File: src/rtl/overture_pkg.sv
// Shared types and constants for the overture 8-bit accumulator-style core.
package overture_pkg;

  // Top two instruction bits select the instruction class.
  typedef enum logic [1:0] {
    OP_IMM  = 2'b00,
    OP_CALC = 2'b01,
    OP_COPY = 2'b10,
    OP_COND = 2'b11
  } opcode_e;

  // CALC function in ir[2:0]; r3 = f(r1, r2).
  typedef enum logic [2:0] {
    ALU_OR   = 3'd0,
    ALU_NAND = 3'd1,
    ALU_NOR  = 3'd2,
    ALU_AND  = 3'd3,
    ALU_ADD  = 3'd4,
    ALU_SUB  = 3'd5,
    ALU_RSV6 = 3'd6,
    ALU_RSV7 = 3'd7
  } alu_op_e;

  // COND test in ir[2:0], applied to r3 as a signed value.
  typedef enum logic [2:0] {
    CC_NEVER  = 3'd0,
    CC_EQZ    = 3'd1,
    CC_LTZ    = 3'd2,
    CC_LEZ    = 3'd3,
    CC_ALWAYS = 3'd4,
    CC_NEZ    = 3'd5,
    CC_GEZ    = 3'd6,
    CC_GTZ    = 3'd7
  } cond_e;

  typedef enum logic [1:0] {
    ST_FETCH    = 2'd0,
    ST_EXEC     = 2'd1,
    ST_WAIT_IN  = 2'd2,
    ST_WAIT_OUT = 2'd3
  } state_e;

  // Register index 6 is the I/O port; index 7 reads zero and drops writes.
  localparam logic [2:0] IO_REG = 3'd6;

endpackage

File: src/rtl/overture_alu.sv
// Combinational CALC result and COND decision.
module overture_alu
  import overture_pkg::*;
(
  input  logic [7:0] i_r1,
  input  logic [7:0] i_r2,
  input  logic [7:0] i_r3,
  input  logic [2:0] i_func,
  output logic [7:0] o_calc,
  output logic       o_take
);

  logic w_zero;
  logic w_neg;

  assign w_zero = (i_r3 == 8'h00);
  assign w_neg  = i_r3[7];

  // Logic/arithmetic result; modulo 256, no carry kept.
  always_comb begin
    o_calc = 8'h00;
    unique case (alu_op_e'(i_func))
      ALU_OR:   o_calc = i_r1 | i_r2;
      ALU_NAND: o_calc = ~(i_r1 & i_r2);
      ALU_NOR:  o_calc = ~(i_r1 | i_r2);
      ALU_AND:  o_calc = i_r1 & i_r2;
      ALU_ADD:  o_calc = i_r1 + i_r2;
      ALU_SUB:  o_calc = i_r1 - i_r2;
      ALU_RSV6: o_calc = 8'h00;
      ALU_RSV7: o_calc = 8'h00;
    endcase
  end

  // Branch decision from sign/zero of r3.
  always_comb begin
    o_take = 1'b0;
    unique case (cond_e'(i_func))
      CC_NEVER:  o_take = 1'b0;
      CC_EQZ:    o_take = w_zero;
      CC_LTZ:    o_take = w_neg;
      CC_LEZ:    o_take = w_neg | w_zero;
      CC_ALWAYS: o_take = 1'b1;
      CC_NEZ:    o_take = ~w_zero;
      CC_GEZ:    o_take = ~w_neg;
      CC_GTZ:    o_take = ~w_neg & ~w_zero;
    endcase
  end

endmodule

File: src/rtl/overture_cpu.sv
// Overture core: 2-cycle fetch/execute with blocking I/O port handshakes.
module overture_cpu
  import overture_pkg::*;
#(
  parameter logic [7:0] RESET_PC = 8'h00
) (
  input  logic       clk,
  input  logic       rst_n,
  output logic [7:0] rom_address,
  input  logic [7:0] rom_data,
  input  logic [7:0] in_data,
  input  logic       in_valid,
  output logic       in_ready,
  output logic [7:0] out_data,
  output logic       out_valid,
  input  logic       out_ready
);

  logic [7:0]      r_pc;
  logic [7:0]      r_ir;
  logic [5:0][7:0] r_gpr;
  logic [7:0]      r_out_data;
  logic            r_out_valid;
  logic            r_in_ready;
  state_e          r_state;

  opcode_e    w_op;
  logic [2:0] w_src;
  logic [2:0] w_dst;
  logic [7:0] w_src_val;
  logic [7:0] w_pc_inc;
  logic [7:0] w_alu_res;
  logic       w_take;

  assign w_op     = opcode_e'(r_ir[7:6]);
  assign w_src    = r_ir[5:3];
  assign w_dst    = r_ir[2:0];
  assign w_pc_inc = r_pc + 8'd1;

  assign rom_address = r_pc;
  assign out_data    = r_out_data;
  assign out_valid   = r_out_valid;
  assign in_ready    = r_in_ready;

  overture_alu u_alu (
    .i_r1   (r_gpr[1]),
    .i_r2   (r_gpr[2]),
    .i_r3   (r_gpr[3]),
    .i_func (r_ir[2:0]),
    .o_calc (w_alu_res),
    .o_take (w_take)
  );

  // COPY source read for register-file sources; index 7 (and 6, never used here) give zero.
  always_comb begin
    w_src_val = 8'h00;
    if (w_src < IO_REG) w_src_val = r_gpr[w_src];
  end

  // Main sequencer: fetch, execute, and the two port-wait states.
  always_ff @(posedge clk or negedge rst_n) begin
    if (!rst_n) begin
      r_pc        <= RESET_PC;
      r_ir        <= 8'h00;
      r_gpr       <= '0;
      r_out_data  <= 8'h00;
      r_out_valid <= 1'b0;
      r_in_ready  <= 1'b0;
      r_state     <= ST_FETCH;
    end else begin
      case (r_state)
        ST_FETCH: begin
          r_ir    <= rom_data;
          r_state <= ST_EXEC;
        end
        ST_EXEC: begin
          r_state <= ST_FETCH;
          case (w_op)
            OP_IMM: begin
              r_gpr[0] <= {2'b00, r_ir[5:0]};
              r_pc     <= w_pc_inc;
            end
            OP_CALC: begin
              r_gpr[3] <= w_alu_res;
              r_pc     <= w_pc_inc;
            end
            OP_COND: begin
              r_pc <= w_take ? r_gpr[0] : w_pc_inc;
            end
            OP_COPY: begin
              if (w_src == IO_REG) begin
                r_in_ready <= 1'b1;
                r_state    <= ST_WAIT_IN;
              end else if (w_dst == IO_REG) begin
                r_out_data  <= w_src_val;
                r_out_valid <= 1'b1;
                r_state     <= ST_WAIT_OUT;
              end else begin
                if (w_dst < IO_REG) r_gpr[w_dst] <= w_src_val;
                r_pc <= w_pc_inc;
              end
            end
            default: r_pc <= w_pc_inc;
          endcase
        end
        ST_WAIT_IN: begin
          // Input accepted only here; port-to-port copies continue to the output wait.
          if (in_valid && r_in_ready) begin
            r_in_ready <= 1'b0;
            if (w_dst == IO_REG) begin
              r_out_data  <= in_data;
              r_out_valid <= 1'b1;
              r_state     <= ST_WAIT_OUT;
            end else begin
              if (w_dst < IO_REG) r_gpr[w_dst] <= in_data;
              r_pc    <= w_pc_inc;
              r_state <= ST_FETCH;
            end
          end
        end
        ST_WAIT_OUT: begin
          // out_data stays put after the handshake; only valid drops.
          if (r_out_valid && out_ready) begin
            r_out_valid <= 1'b0;
            r_pc        <= w_pc_inc;
            r_state     <= ST_FETCH;
          end
        end
        default: r_state <= ST_FETCH;
      endcase
    end
  end

endmodule

File: config.mk
export PLATFORM = sky130hd
export DESIGN_NAME = overture_cpu
export DESIGN_NICKNAME = d
export VERILOG_FILES = /design/src/rtl/overture_pkg.sv /design/src/rtl/overture_alu.sv /design/src/rtl/overture_cpu.sv
export SDC_FILE = /design/constraint.sdc
export NUM_CORES = 1
export LEC_CHECK = 0
export ABC_AREA = 1
export BUFFER_PORTS_ARGS = -buffer_cell sky130_fd_sc_hd__buf_2
export CAP_MARGIN = 5
export CORE_UTILIZATION = 55
export CTS_CLUSTER_SIZE = 20
export DETAILED_ROUTE_END_ITERATION = 16
export PLACE_DENSITY = 0.76
export RECOVER_POWER = 50
export SLEW_MARGIN = 20
export SYNTH_ARGS = -nofsm -noshare
export SYNTH_HDL_FRONTEND = slang
export SYNTH_SLANG_ARGS = --single-unit
File: constraint.sdc
create_clock -name clk -period 2.9 [get_ports clk]
set_input_delay 0.58 -clock clk [delete_from_list [all_inputs] [get_ports clk]]
set_output_delay 0.58 -clock clk [all_outputs]
set_load 0.02 [all_outputs]
==> impl_metrics.yaml, run 1 <==
drt:
  via_per_inst: 5.775
  wl_um: 15800
  ant_nets: 0
  drc: 1
  drtIter0Drc: 422
  dr.pass1.iters: 13
  wl_per_cell_um: 16.59
  vias: 5498
critical_path:
  timing.rr.start: "r_gpr[16]$_DFFE_PN0P_"
  reg2reg_to: "r_gpr[31]$_DFFE_PN0P_"
  worstSetupPathType: "flop to flop"
  ff2ff_path_depth: 18
  end_kind: "flop"
  worstPathMaxFanout: 5
  crit_arrival_ns: 2.92
  start_kind: "flop"
  rrSetupSlack_ns: 0.27
  crit_required_ns: 3.18
hold_path:
  hp-class: "input pin to flop"
  min_from: "rom_data[6]"
  hold_depth: 3
  hold_end: "r_ir[6]$_DFFE_PN0N_"
layout:
  drive_above_1_share: 0.1215
  antennaDiodeCount: 0
  area_growth_pct: 9.660
  num-nets-final: 853
yosys:
  synth_flop_cell: "dfrtp_1"
  synth_fp_nets: 819
  synth-edff-count: 0
  synth_seq_cells: 76
  synth_top_family_by_area: "simple AND/OR/NAND/NOR gates"
  synth_mux_area_frac: 0
  synthAdderAreaFrac: 0.03631
  synthesis.area_mm2: 0.005375
  ys_seq_area_frac: 0.3538
  async_flop_share: 1.000
  postSynthCellCount: 784
  synthDistinctLibCells: 42
  synth_xor_area_frac: 0.01629
  synth_warnings: 0
  synth-simple-area-share: 0.2893
  synth_compound_area_frac: 0.2014
  avgSynthCellArea_um2: 6.856
place:
  gp_congestion: 0.9428
  io_buffers: 37
  dp.final_hpwl_um: 11690
grt:
  grt_pass1_wl_um: 25850
  grt_start_max_net_pins: 50
  track_usage: 0.3313
  grt_pass1_vias: 5177
  antenna_found_initial: 0
  overflow: 0
clocking:
  clockBufferDepth: 2
  clk_pin_slew_worst_paths_ns: 0.08
  clock_latency_ns: 0.37
  htree_levels: 3
  clock-root-buffer: "clkbuf_8"
  tritoncts: "yes"
  numCtsBuffers: 9
  cts_num_sinks: 76
floorplan:
  dieArea_mm2: 0.01017
  io-pin-count: 38
  core_area_mm2: 0.009371
  rows: 35
  die_h_um: 100.9
  start_util: 0.5736
  die_x_um: 100.9
sta:
  worst_pin_slew_ns: 1.284
  finalMaxSlewViolations: 0
  rsz0062_at_grt: "false"
  setup_viol: 0
  fin_crit_ns: 2.634
  period_share: 0.9083
  hold_viol: 0
  finalSetupTns_ns: 0
  fmax_ghz: 0.3797
  fin_skew_ns: 0.01675
  max-slew-margin-rel: 0.1439
flow_run:
  cap_viol_max_count: 0
run_status:
  violations: "DRC"
  status: "complete, but fails checks"
synthesized netlist by cell type (all sizes together), types with 9 or more instances:
cell type	n	area (um^2)
ha	14	175.2
a21oi	57	285.3
nand3	52	265.3
nor3	16	91.34
nand2	206	788.3
nor2	73	344.1
dfrtp	76	1902
inv	107	401.6
o211ai	11	82.58
o21ai	94	478.0
clkbuf	9	33.78
buf	19	117.6
cell usage in the layout, fill, tap and decap left out, types with 3 or more instances in the layout:
cell / instances
inv_2: 15
nand4_1: 3
buf_2: 35
buf_4: 11
inv_6: 4
nor3_1: 15
a22oi_1: 3
a21oi_1: 57
clkbuf_8: 9
dfrtp_1: 76
a31oi_1: 7
a221oi_1: 3
o21ai_0: 88
nand2_2: 3
o22ai_1: 4
clkbuf_1: 4
xnor2_1: 3
nand3_1: 51
xor2_1: 7
nand2_1: 202
o221ai_1: 4
nor2_4: 9
ha_1: 14
nor2_1: 63
o211ai_1: 11
o2111ai_1: 6
o21ai_1: 4
inv_1: 92
critical path, cell delays in order, from the launching register on:
cell	delay, ns
dfrtp_1	0.42
inv_1	0.13
ha_1	0.16
inv_1	0.05
nor3_1	0.12
inv_1	0.08
o31ai_2	0.20
xor2_1	0.17
inv_1	0.06
ha_1	0.35
nand2_1	0.08
nor2_1	0.10
nand2_1	0.07
nand3_1	0.08
nand3b_1	0.11
nand3_1	0.08
nand2_1	0.08
nand2_1	0.07
a21oi_1	0.15
layer usage:
metal | part of all wire | global-route usage | vias to the layer above
met3 | 0.074 | 0.05479 | 49
met4 | 0.036 | 0.1527 | 0
met1 | 0.43 | 0.4403 | 2538
met2 | 0.46 | 0.5306 | 254
li1 | - | - | 2657
met5 | 0 | 0 | -
how the worst max path moves through the flow:
stage,startpoint,endpoint,slack (ns),cells past startpoint
global placement,r_ir[1]$_DFFE_PN0N_,r_gpr[30]$_DFFE_PN0P_,0.32,17
floorplan,r_ir[2]$_DFFE_PN0N_,r_gpr[30]$_DFFE_PN0P_,0.40,18
CTS,r_ir[2]$_DFFE_PN0N_,r_gpr[30]$_DFFE_PN0P_,0.20,18
finish,r_gpr[16]$_DFFE_PN0P_,r_gpr[31]$_DFFE_PN0P_,0.27,18
detailed placement,r_ir[2]$_DFFE_PN0N_,r_gpr[30]$_DFFE_PN0P_,0.22,18
global route,r_ir[2]$_DFFE_PN0N_,r_gpr[30]$_DFFE_PN0P_,0.03,18
what timing repair did:
item	CTS	global route
setup buffers	0	1
resized for setup	0	2
setup endpoints to repair	0	3
hold buffers	0	0
state kept, by name, summed over array words and instances, names as in the netlist:
register,flops
out_valid,1
r_state,2
out_data,8
rom_address,8
r_gpr,48
in_ready,1
r_ir,8
cell type report:
cell class | instances | area [um^2]
multi-input cells | 573 | 2925
fillers | 892 | 3477
flip-flops and latches | 76 | 1902
well taps | 129 | 161.4
repair buffers | 51 | 277.8
inverters | 107 | 401.6
clock buffers | 9 | 123.9
clock inverters | 7 | 102.6
stage by stage:
| step | setup WS [ns] | util | area, um^2 | std cells | hold WS (ns) |
|---|---|---|---|---|---|
| floorplan | 0.3958 | - | 5375 | 784 | 0.2844 |
| CTS | 0.2030 | 0.6292 | 5897 | 951 | 0.2508 |
| finish | 0.2661 | 0.6290 | 5894 | 952 | 0.4233 |
| detailed placement | 0.2228 | 0.6051 | 5670 | 935 | 0.4728 |
| global placement | 0.3237 | 0.6051 | 5670 | 935 | 0.4634 |
| global route | 0.02547 | 0.6290 | 5894 | 952 | 0.4186 |
kinds of logic (layout without fill, tap and decap cells):
group                    Yosys count  in the layout
AO/OA/AOI/OAI                    193            193
XOR/XNOR                          10             10
adder cells (fa/ha/maj)           15             15
buffers and inverters            135            174
flip-flops                        76             76
AND/OR/NAND/NOR                  355            355
Power of run 1 is not shown: default switching activity piles up to over one toggle a cycle in this logic, so the estimate is an artifact.
==> run 2, diff against run 1 <==
--- a/config.mk
+++ b/config.mk
@@ -8,10 +8,10 @@
 export ABC_AREA = 1
 export BUFFER_PORTS_ARGS = -buffer_cell sky130_fd_sc_hd__buf_2
 export CAP_MARGIN = 5
-export CORE_UTILIZATION = 55
+export CORE_UTILIZATION = 35
 export CTS_CLUSTER_SIZE = 20
 export DETAILED_ROUTE_END_ITERATION = 16
-export PLACE_DENSITY = 0.76
+export PLACE_DENSITY = 0.53
 export RECOVER_POWER = 50
 export SLEW_MARGIN = 20
 export SYNTH_ARGS = -nofsm -noshare
==> run 2 against run 1 <==
Net effect:
- the flow finishes with violations (capacitance limit, slew limit)
- global-route usage decreased by 10 points
- cell count increased by 5.7%
- critical path depth unchanged
- clock skew decreased by 0.0067 ns
- worst setup slack got worse by 0.0031 ns
- hold slack improved by 0.017 ns
- critical path type unchanged
==> impl_metrics.yaml, run 2 (synthesis results as in run 1) <==
clocking:
  ctsResizeCount: 0
  numCtsBuffers: 9
  post_cts_buffers: 0
  hold_buffers: 0
  clockBufferDepth: 2
  clock-root-buffer: "clkbuf_16"
  clk_pin_slew_worst_paths_ns: 0.07
  clock_latency_ns: 0.35
  htree_levels: 3
  cts_num_sinks: 76
  tritoncts: "yes"
drt:
  wl_um: 17440
  drc: 0
  dr.pass1.iters: 5
  wl_per_cell_um: 17.34
  vias: 5444
  drtIter0Drc: 367
  ant_nets: 0
  via_per_inst: 5.412
critical_path:
  worstPathMaxFanout: 5
  cp_top_family: "simple AND/OR/NAND/NOR gates"
  worstSetupPathType: "flop to flop"
  timing.rr.start: "r_gpr[16]$_DFFE_PN0P_"
  crit_required_ns: 3.18
  worst-path-buf-inv: 4
  ff2ff_path_depth: 18
  end_kind: "flop"
  crit_slowest_cell: "dfrtp_1"
  crit_arrival_ns: 2.92
  reg2reg_to: "r_gpr[31]$_DFFE_PN0P_"
  rrSetupSlack_ns: 0.26
  start_kind: "flop"
  path_cells: "inv_1 -> ha_1 -> inv_1 -> nor3_1 -> inv_1 -> o31ai_1 -> xor2_1 -> inv_1 -> ha_1 -> nand2_1 -> nor2_1 -> nand2_1 -> nand3_1 -> nand3b_1 -> nand3_1 -> nand2_1 -> nand2_1 -> a21oi_1"
  crit_path_max_incr_delay_ns: 0.41
sta:
  worst_pin_slew_ns: 2.007
  finalSetupTns_ns: 0
  hold_viol: 0
  finalMaxSlewViolations: 77
  fin_crit_ns: 2.637
  setup_viol: 0
  fmax_ghz: 0.3792
  period_share: 0.9093
  max-slew-margin-rel: -0.3382
  fin_skew_ns: 0.01005
  holdWs_ns: 0.4407
  rsz0062_at_grt: "false"
floorplan:
  start_util: 0.3643
  die_x_um: 125.9
  dieArea_mm2: 0.01586
  io-pin-count: 38
  rows: 44
  die_h_um: 125.9
  core_area_mm2: 0.01475
hold_path:
  hold_depth: 3
  min_from: "rom_data[4]"
  hp-class: "input pin to flop"
  hold_end: "r_ir[4]$_DFFE_PN0N_"
grt:
  grt_pass1_vias: 5181
  overflow: 0
  grt_pass1_wl_um: 28190
  track_usage: 0.2304
  antenna_found_initial: 0
  grt_start_max_net_pins: 77
run_status:
  status: "complete, but fails checks"
  violations: "capacitance limit, slew limit"
place:
  io_buffers: 37
  gp_congestion: 0.9042
  placedInstanceArea_mm2: 0.005739
  dp.final_hpwl_um: 13130
layout:
  largest_reg_flops: 48
  largest-register: "r_gpr"
  antennaDiodeCount: 0
  final_common_cell: "nand2_1"
  num-nets-final: 852
  area_growth_pct: 12.24
  drive_above_1_share: 0.1204
  final_cell_mix: "nand2_1 (202), inv_1 (92), o21ai_0 (87)"
  final_area_mm2: 0.006033
flow_run:
  cap_viol_max_count: 1
run 2: cell count changes in the layout (fill, tap and decap cells not counted), sizes merged:
cell      previous run  this run
clkinv               0         1
buf                 46        47
inv                111       108
bufinv               2         1
clkinvlp             1         2
run 2: layer usage:
metal | up-vias | share of wire | wire (um) | GRT usage
li1 | 2639 | - | - | -
met1 | 2563 | 0.44 | 7747 | 0.2994
met2 | 215 | 0.48 | 8336 | 0.3841
met3 | 27 | 0.052 | 915 | 0.04078
met4 | 0 | 0.025 | 443 | 0.08150
met5 | - | 0 | 0 | 0
run 2: stage by stage:
stage / std cells / worst slack, ns / util
floorplan: 784 / 0.3958 / -
global placement: 990 / 0.3226 / 0.3890
detailed placement: 990 / 0.2266 / 0.3890
CTS: 1006 / 0.2054 / 0.4094
global route: 1006 / 0.03400 / 0.4089
finish: 1006 / 0.2630 / 0.4089
run 2: worst max-delay path by stage:
stage / start / end / slack (ns) / cells after the start
after CTS: r_ir[2]$_DFFE_PN0N_ / r_gpr[27]$_DFFE_PN0P_ / 0.21 / 16
after global routing: r_ir[2]$_DFFE_PN0N_ / r_gpr[30]$_DFFE_PN0P_ / 0.03 / 18
after floorplan: r_ir[2]$_DFFE_PN0N_ / r_gpr[30]$_DFFE_PN0P_ / 0.40 / 18
after global placement: r_ir[2]$_DFFE_PN0N_ / r_gpr[30]$_DFFE_PN0P_ / 0.32 / 18
final: r_gpr[16]$_DFFE_PN0P_ / r_gpr[31]$_DFFE_PN0P_ / 0.26 / 18
after detailed placement: r_ir[2]$_DFFE_PN0N_ / r_gpr[27]$_DFFE_PN0P_ / 0.23 / 16
run 2: tightest hold or removal path, delay by kind of cell:
| kind | cells | cell delay, ns |
|---|---|---|
| buffers and inverters | 1 | 0.08 |
| AND/OR/NAND/NOR | 1 | 0.04 |
| AO/OA/AOI/OAI | 1 | 0.05 |
run 2: cell type report:
type / instances / area [um^2]
Fill cell: 1580 / 8721
Multi-Input combinational cell: 573 / 2920
Sequential cell: 76 / 1902
Inverter: 107 / 401.6
Timing Repair Buffer: 50 / 277.8
Clock buffer: 11 / 242.7
Tap cell: 184 / 230.2
Clock inverter: 5 / 58.81
Power of run 2 is left out for the same reason.
